$ cat src/rtl/bitwise_arb_if.sv
// Requester/result handshake bundle for bitwise_arb.
// master drives requests and res_ready; slave is the arbiter.
interface bitwise_arb_if;
  logic       req0_valid;
  logic [7:0] req0_data;
  logic       req0_ready;
  logic       req1_valid;
  logic [7:0] req1_data;
  logic       req1_ready;
  logic       res_valid;
  logic       res_ready;
  logic       res_id;
  logic       res_even;
  logic       res_odd;
  logic       res_allone;

  modport master (
    output req0_valid, req0_data,
    input  req0_ready,
    output req1_valid, req1_data,
    input  req1_ready,
    input  res_valid,
    output res_ready,
    input  res_id, res_even,
    input  res_odd, res_allone
  );

  modport slave (
    input  req0_valid, req0_data,
    output req0_ready,
    input  req1_valid, req1_data,
    output req1_ready,
    output res_valid,
    input  res_ready,
    output res_id, res_even,
    output res_odd, res_allone
  );
endinterface

$ cat src/rtl/bitwise_arb.sv
// Two-requester round-robin arbiter that evaluates byte parity/all-ones
// and counts all-ones results per requester with saturation.
module bitwise_arb #(
  parameter int CNT_W = 8
) (
  input  logic             clk,
  input  logic             rst_n,
  bitwise_arb_if.slave     bus,
  output logic [CNT_W-1:0] cnt0,
  output logic [CNT_W-1:0] cnt1
);

  typedef enum logic [1:0] {
    IDLE,
    EVAL,
    HOLD
  } state_t;

  state_t     state;
  state_t     state_n;
  logic       last;
  logic [7:0] data_q;
  logic       id_q;
  logic       rv_q;
  logic       rid_q;
  logic       even_q;
  logic       odd_q;
  logic       all_q;
  logic       g0;
  logic       g1;
  logic       rel;

  // last=1 means req1 was served last, so req0 wins a tie
  always_comb begin
    state_n = state;
    g0      = 1'b0;
    g1      = 1'b0;
    unique case (state)
      IDLE: begin
        g0 = bus.req0_valid
           & (~bus.req1_valid | last);
        g1 = bus.req1_valid
           & (~bus.req0_valid | ~last);
        if (g0 | g1) state_n = EVAL;
      end
      EVAL: state_n = HOLD;
      HOLD: if (bus.res_ready) state_n = IDLE;
      default: state_n = IDLE;
    endcase
  end

  assign rel = (state == HOLD) & bus.res_ready;

  assign bus.req0_ready = g0 & rst_n;
  assign bus.req1_ready = g1 & rst_n;
  assign bus.res_valid  = rv_q;
  assign bus.res_id     = rid_q;
  assign bus.res_even   = even_q;
  assign bus.res_odd    = odd_q;
  assign bus.res_allone = all_q;

  always_ff @(posedge clk or negedge rst_n) begin
    if (!rst_n) begin
      state  <= IDLE;
      last   <= 1'b1;
      data_q <= '0;
      id_q   <= 1'b0;
      rv_q   <= 1'b0;
      rid_q  <= 1'b0;
      even_q <= 1'b0;
      odd_q  <= 1'b0;
      all_q  <= 1'b0;
      cnt0   <= '0;
      cnt1   <= '0;
    end else begin
      state <= state_n;
      if (g0 | g1) begin
        data_q <= g1 ? bus.req1_data
                     : bus.req0_data;
        id_q   <= g1;
      end
      if (state == EVAL) begin
        rv_q   <= 1'b1;
        rid_q  <= id_q;
        odd_q  <= ^data_q;
        even_q <= ~^data_q;
        all_q  <= &data_q;
      end
      if (rel) begin
        rv_q <= 1'b0;
        last <= rid_q;
        if (all_q && !rid_q && cnt0 != '1)
          cnt0 <= cnt0 + CNT_W'(1);
        if (all_q && rid_q && cnt1 != '1)
          cnt1 <= cnt1 + CNT_W'(1);
      end
    end
  end

endmodule

$ cat src/flat_wrapper.sv
// flat-port wrapper written by rule: the top's interface ports become plain ports
module bitwise_arb_flat 
#(
  parameter int CNT_W = 8
)
  (clk, rst_n, cnt0, cnt1, bus_req0_valid, bus_req0_data, bus_req0_ready, bus_req1_valid, bus_req1_data, bus_req1_ready, bus_res_valid, bus_res_ready, bus_res_id, bus_res_even, bus_res_odd, bus_res_allone);
  bitwise_arb_if bus_i ();
  input  logic clk;
  input  logic rst_n;
  output logic [CNT_W-1:0] cnt0;
  output logic [CNT_W-1:0] cnt1;
  input wire logic [$bits(bus_i.req0_valid)-1:0] bus_req0_valid;
  input wire logic [$bits(bus_i.req0_data)-1:0] bus_req0_data;
  output wire logic [$bits(bus_i.req0_ready)-1:0] bus_req0_ready;
  input wire logic [$bits(bus_i.req1_valid)-1:0] bus_req1_valid;
  input wire logic [$bits(bus_i.req1_data)-1:0] bus_req1_data;
  output wire logic [$bits(bus_i.req1_ready)-1:0] bus_req1_ready;
  output wire logic [$bits(bus_i.res_valid)-1:0] bus_res_valid;
  input wire logic [$bits(bus_i.res_ready)-1:0] bus_res_ready;
  output wire logic [$bits(bus_i.res_id)-1:0] bus_res_id;
  output wire logic [$bits(bus_i.res_even)-1:0] bus_res_even;
  output wire logic [$bits(bus_i.res_odd)-1:0] bus_res_odd;
  output wire logic [$bits(bus_i.res_allone)-1:0] bus_res_allone;
  assign bus_i.req0_valid = bus_req0_valid;
  assign bus_i.req0_data = bus_req0_data;
  assign bus_req0_ready = bus_i.req0_ready;
  assign bus_i.req1_valid = bus_req1_valid;
  assign bus_i.req1_data = bus_req1_data;
  assign bus_req1_ready = bus_i.req1_ready;
  assign bus_res_valid = bus_i.res_valid;
  assign bus_i.res_ready = bus_res_ready;
  assign bus_res_id = bus_i.res_id;
  assign bus_res_even = bus_i.res_even;
  assign bus_res_odd = bus_i.res_odd;
  assign bus_res_allone = bus_i.res_allone;
  bitwise_arb #(.CNT_W(CNT_W)) u_core (.clk(clk), .rst_n(rst_n), .bus(bus_i), .cnt0(cnt0), .cnt1(cnt1));
endmodule
$ cat config.mk
export PLATFORM = sky130hd
export DESIGN_NAME = bitwise_arb_flat
export DESIGN_NICKNAME = d
export VERILOG_FILES = /design/src/rtl/bitwise_arb_if.sv /design/src/rtl/bitwise_arb.sv /design/src/flat_wrapper.sv
export SDC_FILE = /design/constraint.sdc
export NUM_CORES = 1
export LEC_CHECK = 0
export ABC_CLOCK_PERIOD_IN_PS = 1710
export BUFFER_PORTS_ARGS = -buffer_cell sky130_fd_sc_hd__buf_2
export CAP_MARGIN = 20
export CORE_MARGIN = 1
export CORE_UTILIZATION = 49
export CTS_BUF_LIST = sky130_fd_sc_hd__clkbuf_4 sky130_fd_sc_hd__clkbuf_8
export CTS_CLUSTER_DIAMETER = 120
export CTS_CLUSTER_SIZE = 8
export DETAILED_ROUTE_END_ITERATION = 10
export GPL_TIMING_DRIVEN = 0
export PLACE_DENSITY = 0.78
export SKIP_CTS_REPAIR_TIMING = 1
export SLEW_MARGIN = 20
export SYNTH_ARGS = -nofsm -noshare
export SYNTH_HDL_FRONTEND = slang
export SYNTH_SLANG_ARGS = --single-unit
$ cat constraint.sdc
create_clock -name clk -period 1.71 [get_ports clk]
set_input_delay 0.171 -clock clk [delete_from_list [all_inputs] [get_ports clk]]
set_output_delay 0.171 -clock clk [all_outputs]
set_load 0.02 [all_outputs]
**Yosys cells after proc, flatten, opt, wreduce, memory -nomap -nowiden**

Index checks and enable logic that the tools add are counted.

- Register bits after elaboration: 33
- Bits in latches: 0
- Bits in writable memories: 0
- ROM bits: 0
- Input port bits: 21
- Output and inout bits: 23
- Word-level logic and storage cells: 52
- Memories kept: 0

- Add/subtract/negate cells: 2
- Multiply operators: 0
- Div/mod/pow operators: 0
- $lt $le $gt $ge: 0
- Eq/ne operators: 6
- Shifts and indexed selects: 0
- Muxes and demuxes: 8
- Bitwise logic cells: 12
- Reductions and logical operators: 13

Operators by type and width:

| operator | number |
|---|---|
| $add 8x1->8 const B | 2 |
| $ne 8x8->1 const B | 2 |
| $mux 8 | 1 |
| $reduce_and 8->1 | 1 |
| $reduce_xnor 8->1 | 1 |
| $reduce_xor 8->1 | 1 |
| $pmux 2 s3 | 1 |
| $reduce_and 2->1 | 3 |
| $and 1x1->1 | 5 |
| $logic_and 1x1->1 | 4 |
| $mux 1 | 4 |
| $mux 2 | 2 |
| $or 1x1->1 | 4 |
| $not 1->1 | 3 |
| $eq 2x1->1 const B | 1 |
| $eq 2x2->1 const B | 1 |
| $logic_not 2->1 | 1 |
| $ne 2x1->1 const B | 1 |
| $ne 2x2->1 const B | 1 |
| $reduce_bool 2->1 | 1 |
| $logic_not 1->1 | 1 |

**Longest topological paths before layout**

- Depth in word-level cells: 6
- Depth in mapped cells: 5
- Depth with buffers taken out: 5

**Worst setup path after synthesis**

OpenSTA, ideal clock, no wires.

- Path kind: flip-flop to flip-flop
- Start: register u_core.cnt0[0]
- End: register u_core.cnt0[1]
- Library setup time: 125 ps
- Arrival time: 1578 ps
- Required time: 1585 ps
- Slack: 7 ps
- Stages on the path, launching flop included: 5
- Buffers on the path: 0
- Clock period less this slack: 1703 ps
- Path through: dfrtp_1 -> ha_1 -> and3_4 -> a211oi_4 -> mux2_2

- Longest elaborated chain between the ends: 3
- Elaborated cells on any way between the ends: 4
- Those cells by class: add/sub (1); eq/ne (1); reduce/logical (2)

Ends and longest elaborated chain:

| element | RTL line | RTL |
|---|---|---|
| start, declared | bitwise_arb.sv:9 | `output logic [CNT_W-1:0] cnt0,` |
| start signal, assigned | bitwise_arb.sv:93 | `cnt0 <= cnt0 + CNT_W'(1);` |
| branches (longest 3 deep; another with $add 8x1->8) | n/a |  |

Parallel ways; which one is timed is not known.
A chain may end at the register's enable or synchronous reset.

**Final worst setup path**

- Start: register u_core.state[1]
- End: output bus_req1_ready

- Longest elaborated chain between the ends: 3

Ends and longest elaborated chain:

| element | RTL line | RTL |
|---|---|---|
| start, declared | bitwise_arb.sv:19 | `state_t state;` |
| start signal, assigned | bitwise_arb.sv:76 | `state <= state_n;` |
| $logic_not 2->1 | bitwise_arb.sv:38 | `unique case (state)` |
| $mux 1 | bitwise_arb.sv:38 |  |
| $and 1x1->1 | bitwise_arb.sv:55 | `assign bus.req1_ready = g1 & rst_n;` |
| end, declared | flat_wrapper.sv:17 | `output wire logic [$bits(bus_i.req1_ready)-1:0] bus_req1_ready;` |

Every way passes these cells.

==> reports/results.md <==
## Outcome
• outcome: complete, but fails checks
• failing checks: hold timing

## Global route
• total congestion overflow after global routing: 0
• global routing usage summed across all routing layers: 0.186
• largest net degree at the start of global routing: 35
• global-route wire length before repair: 4880 um
• number of global-route vias before repair: 1147
• antenna violations before repair: 0

## Detailed routing
• via count: 1224
• Antenna Nets Post-Route: 0
• Detailed Route Iter0 Violations: 54
• Post-route DRC: 0
• router iterations before antenna repair: 3
• post-detailed-routing wire length: 2900 um
• post-DR wirelength/cell: 11.9 um
• per-cell via count in the routed design: 5.02

## Yosys
• commonest register cell after synthesis: sky130_fd_sc_hd__dfrtp_1
• Post-Synthesis Cell Area: 1650 um2
• number of nets in the synthesized netlist: 170
• most numerous cell types in the synthesized netlist: sky130_fd_sc_hd__dfrtp_1, sky130_fd_sc_hd__nand2_1, sky130_fd_sc_hd__o21ai_0
• Seq cells post-synth: 33
• sequential-to-total area share from yosys stat: 0.501
• mean instance size in the synthesized netlist: 11.5 um2
• number of distinct library cell variants in the gate-level netlist after synthesis: 42
• most instantiated library cell after synthesis: sky130_fd_sc_hd__dfrtp_1
• async set or reset register ratio after synthesis: 1.00
• number of flops mapped to enable cells by yosys: 0
• number of cells produced by synthesis: 143
• biggest area contributors in the synthesized netlist: sky130_fd_sc_hd__dfrtp_1, sky130_fd_sc_hd__xnor2_1, sky130_fd_sc_hd__mux2i_1, sky130_fd_sc_hd__ha_1, sky130_fd_sc_hd__nand2_1
• share of the synthesized area in the top cell type: 0.485
• synth warn: 0
• post-synth top area cell: sky130_fd_sc_hd__dfrtp_1

## Worst hold path
• type of the worst min-delay path: input port to async pin

## Placement
• number of port buffers: 43
• routability-driven placement congestion ratio: 0.772
• final HPWL from detailed placement: 2240 um

## Critical path
• cells on worst reg2reg path: 4
• capturing element type of the critical path: primary output
• required time at the worst-slack endpoint: 1.54 ns
• reg-to-reg critical path startpoint: u_core.cnt0[1]
• data arrival time at the worst-slack endpoint: 1.43 ns
• Max FO, Critical Path: 10
• setup slack of the worst register-to-register path: 0.11 ns
• crit path launch type: flip-flop
• Reg-to-Reg End: u_core.cnt0[1]
• critical path type: flip-flop to primary output

## Power and ir drop
• power density of the placed cells: 1240 nW/um2
• overall power: 0.00255 W
• VDD IR-drop max: 789 uV
• LEAKAGE: 1.08 nW

## Timing
• highest achievable clock rate: 624 MHz
• remaining max-slew budget at the tightest pin: 0.518
• Final Slew Violations: 0
• setup repair after global routing missed its margin: false
• Post-Route Skew: 0.0106 ns
• final hold viol count: 32
• Final period util: 0.937
• Slew @ Worst Pin: 0.723 ns
• Final Hold Slack: -0.106 ns
• sum of negative setup slack: 0 ns
• min Tclk post-route: 1.60 ns
• count of endpoints failing setup in the final report: 0

## Clocking
• clock buffer count from CTS: 5
• buffer type at the clock tree root: sky130_fd_sc_hd__clkbuf_4
• CTS Sinks: 33
• CTS tree: built
• number of levels the H-tree was split into: 2
• Clk pin slew, worst setup/hold paths: 0.10 ns
• Skew-Pair Late Insertion Delay: 0.32 ns
• clock buffer depth: 2

## Run
• # Max-Cap Violations: 0

## Die
• Std-Cell Core Area: 3130 um2
• y dimension of the die: 60.1 um
• initial cell density of the core: 0.528
• full die area: 3610 um2
• number of cell rows: 20
• Die Span X: 60.1 um
• number of placed I/O pins: 44

## Layout
• final layout net count: 226
• fraction of final layout cells with drive strength greater than 1: 0.405
• FILL cells: 247
• growth of design area from synthesis to finish: 24.3%
• antenna cell count: 0

-- metrics by stage --
| step | utilization | std cells | instance area [um2] | hold slack, ns | setup WS, ns |
|---|---|---|---|---|---|
| after floorplan | - | 143 | 1650 | -0.125 | 0.00717 |
| after global placement | 0.614 | 230 | 1920 | 0.263 | 0.0430 |
| after detailed placement | 0.614 | 230 | 1920 | 0.269 | 0.0113 |
| after CTS | 0.637 | 238 | 1990 | -0.0912 | -0.0912 |
| after global routing | 0.656 | 244 | 2050 | -0.0667 | 0.0116 |
| final | 0.656 | 244 | 2050 | -0.106 | 0.108 |
-- layer usage --
layer  track usage  part of all wire
met5             0                 0
met3        0.0498             0.046
met4        0.0598            0.0079
met2         0.303              0.49
met1         0.240              0.46
-- cell type report --
type                       count  area (um2)  share of cell area
tap                           44        55.1              0.0268
clock buffer                   7        65.1              0.0317
buffer                         3        16.3             0.00792
clock inverter                 1        5.00             0.00244
timing repair buffer          49         263               0.128
inverter                       5        18.8             0.00914
sequential                    33         828               0.403
multi-input combinational    102         802               0.391
-- how the worst max path moves through the flow --
stage	start	endpoint	slack, ns	cells past startpoint
after floorplan	u_core.cnt0[0]	u_core.cnt0[1]	0.007	4
after global placement	u_core.cnt0[0]	u_core.cnt0[1]	0.04	4
after detailed placement	u_core.cnt0[0]	u_core.cnt0[1]	0.01	4
after CTS	u_core.state[1]	bus_req1_ready	-0.09	5
after global routing	u_core.cnt0[1]	u_core.cnt0[3]	0.01	5
final	u_core.state[1]	bus_req1_ready	0.11	5
-- power breakdown --
part           switching (W)  leakage (nW)  total [W]  internal [W]
logic               0.000486         0.609   0.000931      0.000445
registers           0.000157         0.427    0.00114      0.000984
clock network       0.000244        0.0413   0.000483      0.000238
-- kinds of logic (layout without fill, tap and decap cells) --
family	Yosys count	count (layout)	synth area share
AOI/OAI and AO/OA	23	23	0.104
adders and majority gates	6	6	0.0455
muxes	14	14	0.0894
xor gates and xnor gates	13	13	0.0689
DFF	33	33	0.501
and+or+nand+nor	46	46	0.170
buffers and inverters	8	65	0.0212
-- critical path: stages, from the launching register on --
cell and delay [ns]:
sky130_fd_sc_hd__dfrtp_2 0.45, sky130_fd_sc_hd__nor2_4 0.14, sky130_fd_sc_hd__nand3_1 0.08, sky130_fd_sc_hd__buf_4 0.19, sky130_fd_sc_hd__nor2_2 0.09, sky130_fd_sc_hd__buf_4 0.14
-- cell usage in the layout (no fill, tap or decap), types with 2 or more instances in the layout --
cell type and instances:
sky130_fd_sc_hd__mux2_2 6, sky130_fd_sc_hd__ha_1 5, sky130_fd_sc_hd__and3_1 2, sky130_fd_sc_hd__nor2_4 2, sky130_fd_sc_hd__mux2i_1 8, sky130_fd_sc_hd__buf_4 8, sky130_fd_sc_hd__nor2_1 2, sky130_fd_sc_hd__xor2_1 3
sky130_fd_sc_hd__clkbuf_4 5, sky130_fd_sc_hd__o21ai_0 11, sky130_fd_sc_hd__a21oi_1 2, sky130_fd_sc_hd__clkbuf_8 2, sky130_fd_sc_hd__nand4_1 4, sky130_fd_sc_hd__inv_1 5, sky130_fd_sc_hd__nand3_1 4, sky130_fd_sc_hd__xnor2_1 10
sky130_fd_sc_hd__nand2_1 18, sky130_fd_sc_hd__dfrtp_1 31, sky130_fd_sc_hd__buf_2 43
-- sequential cells by signal, summed over array words and instances (netlist names) --
register,count
u_core.bus.res_allone,1
u_core.bus.res_even,1
u_core.bus.res_id,1
u_core.bus.res_odd,1
u_core.bus.res_valid,1
u_core.cnt0,8
u_core.cnt1,8
u_core.data_q,8
u_core.id_q,1
u_core.last,1
u_core.state,2
(Power assumes the default switching activity.)
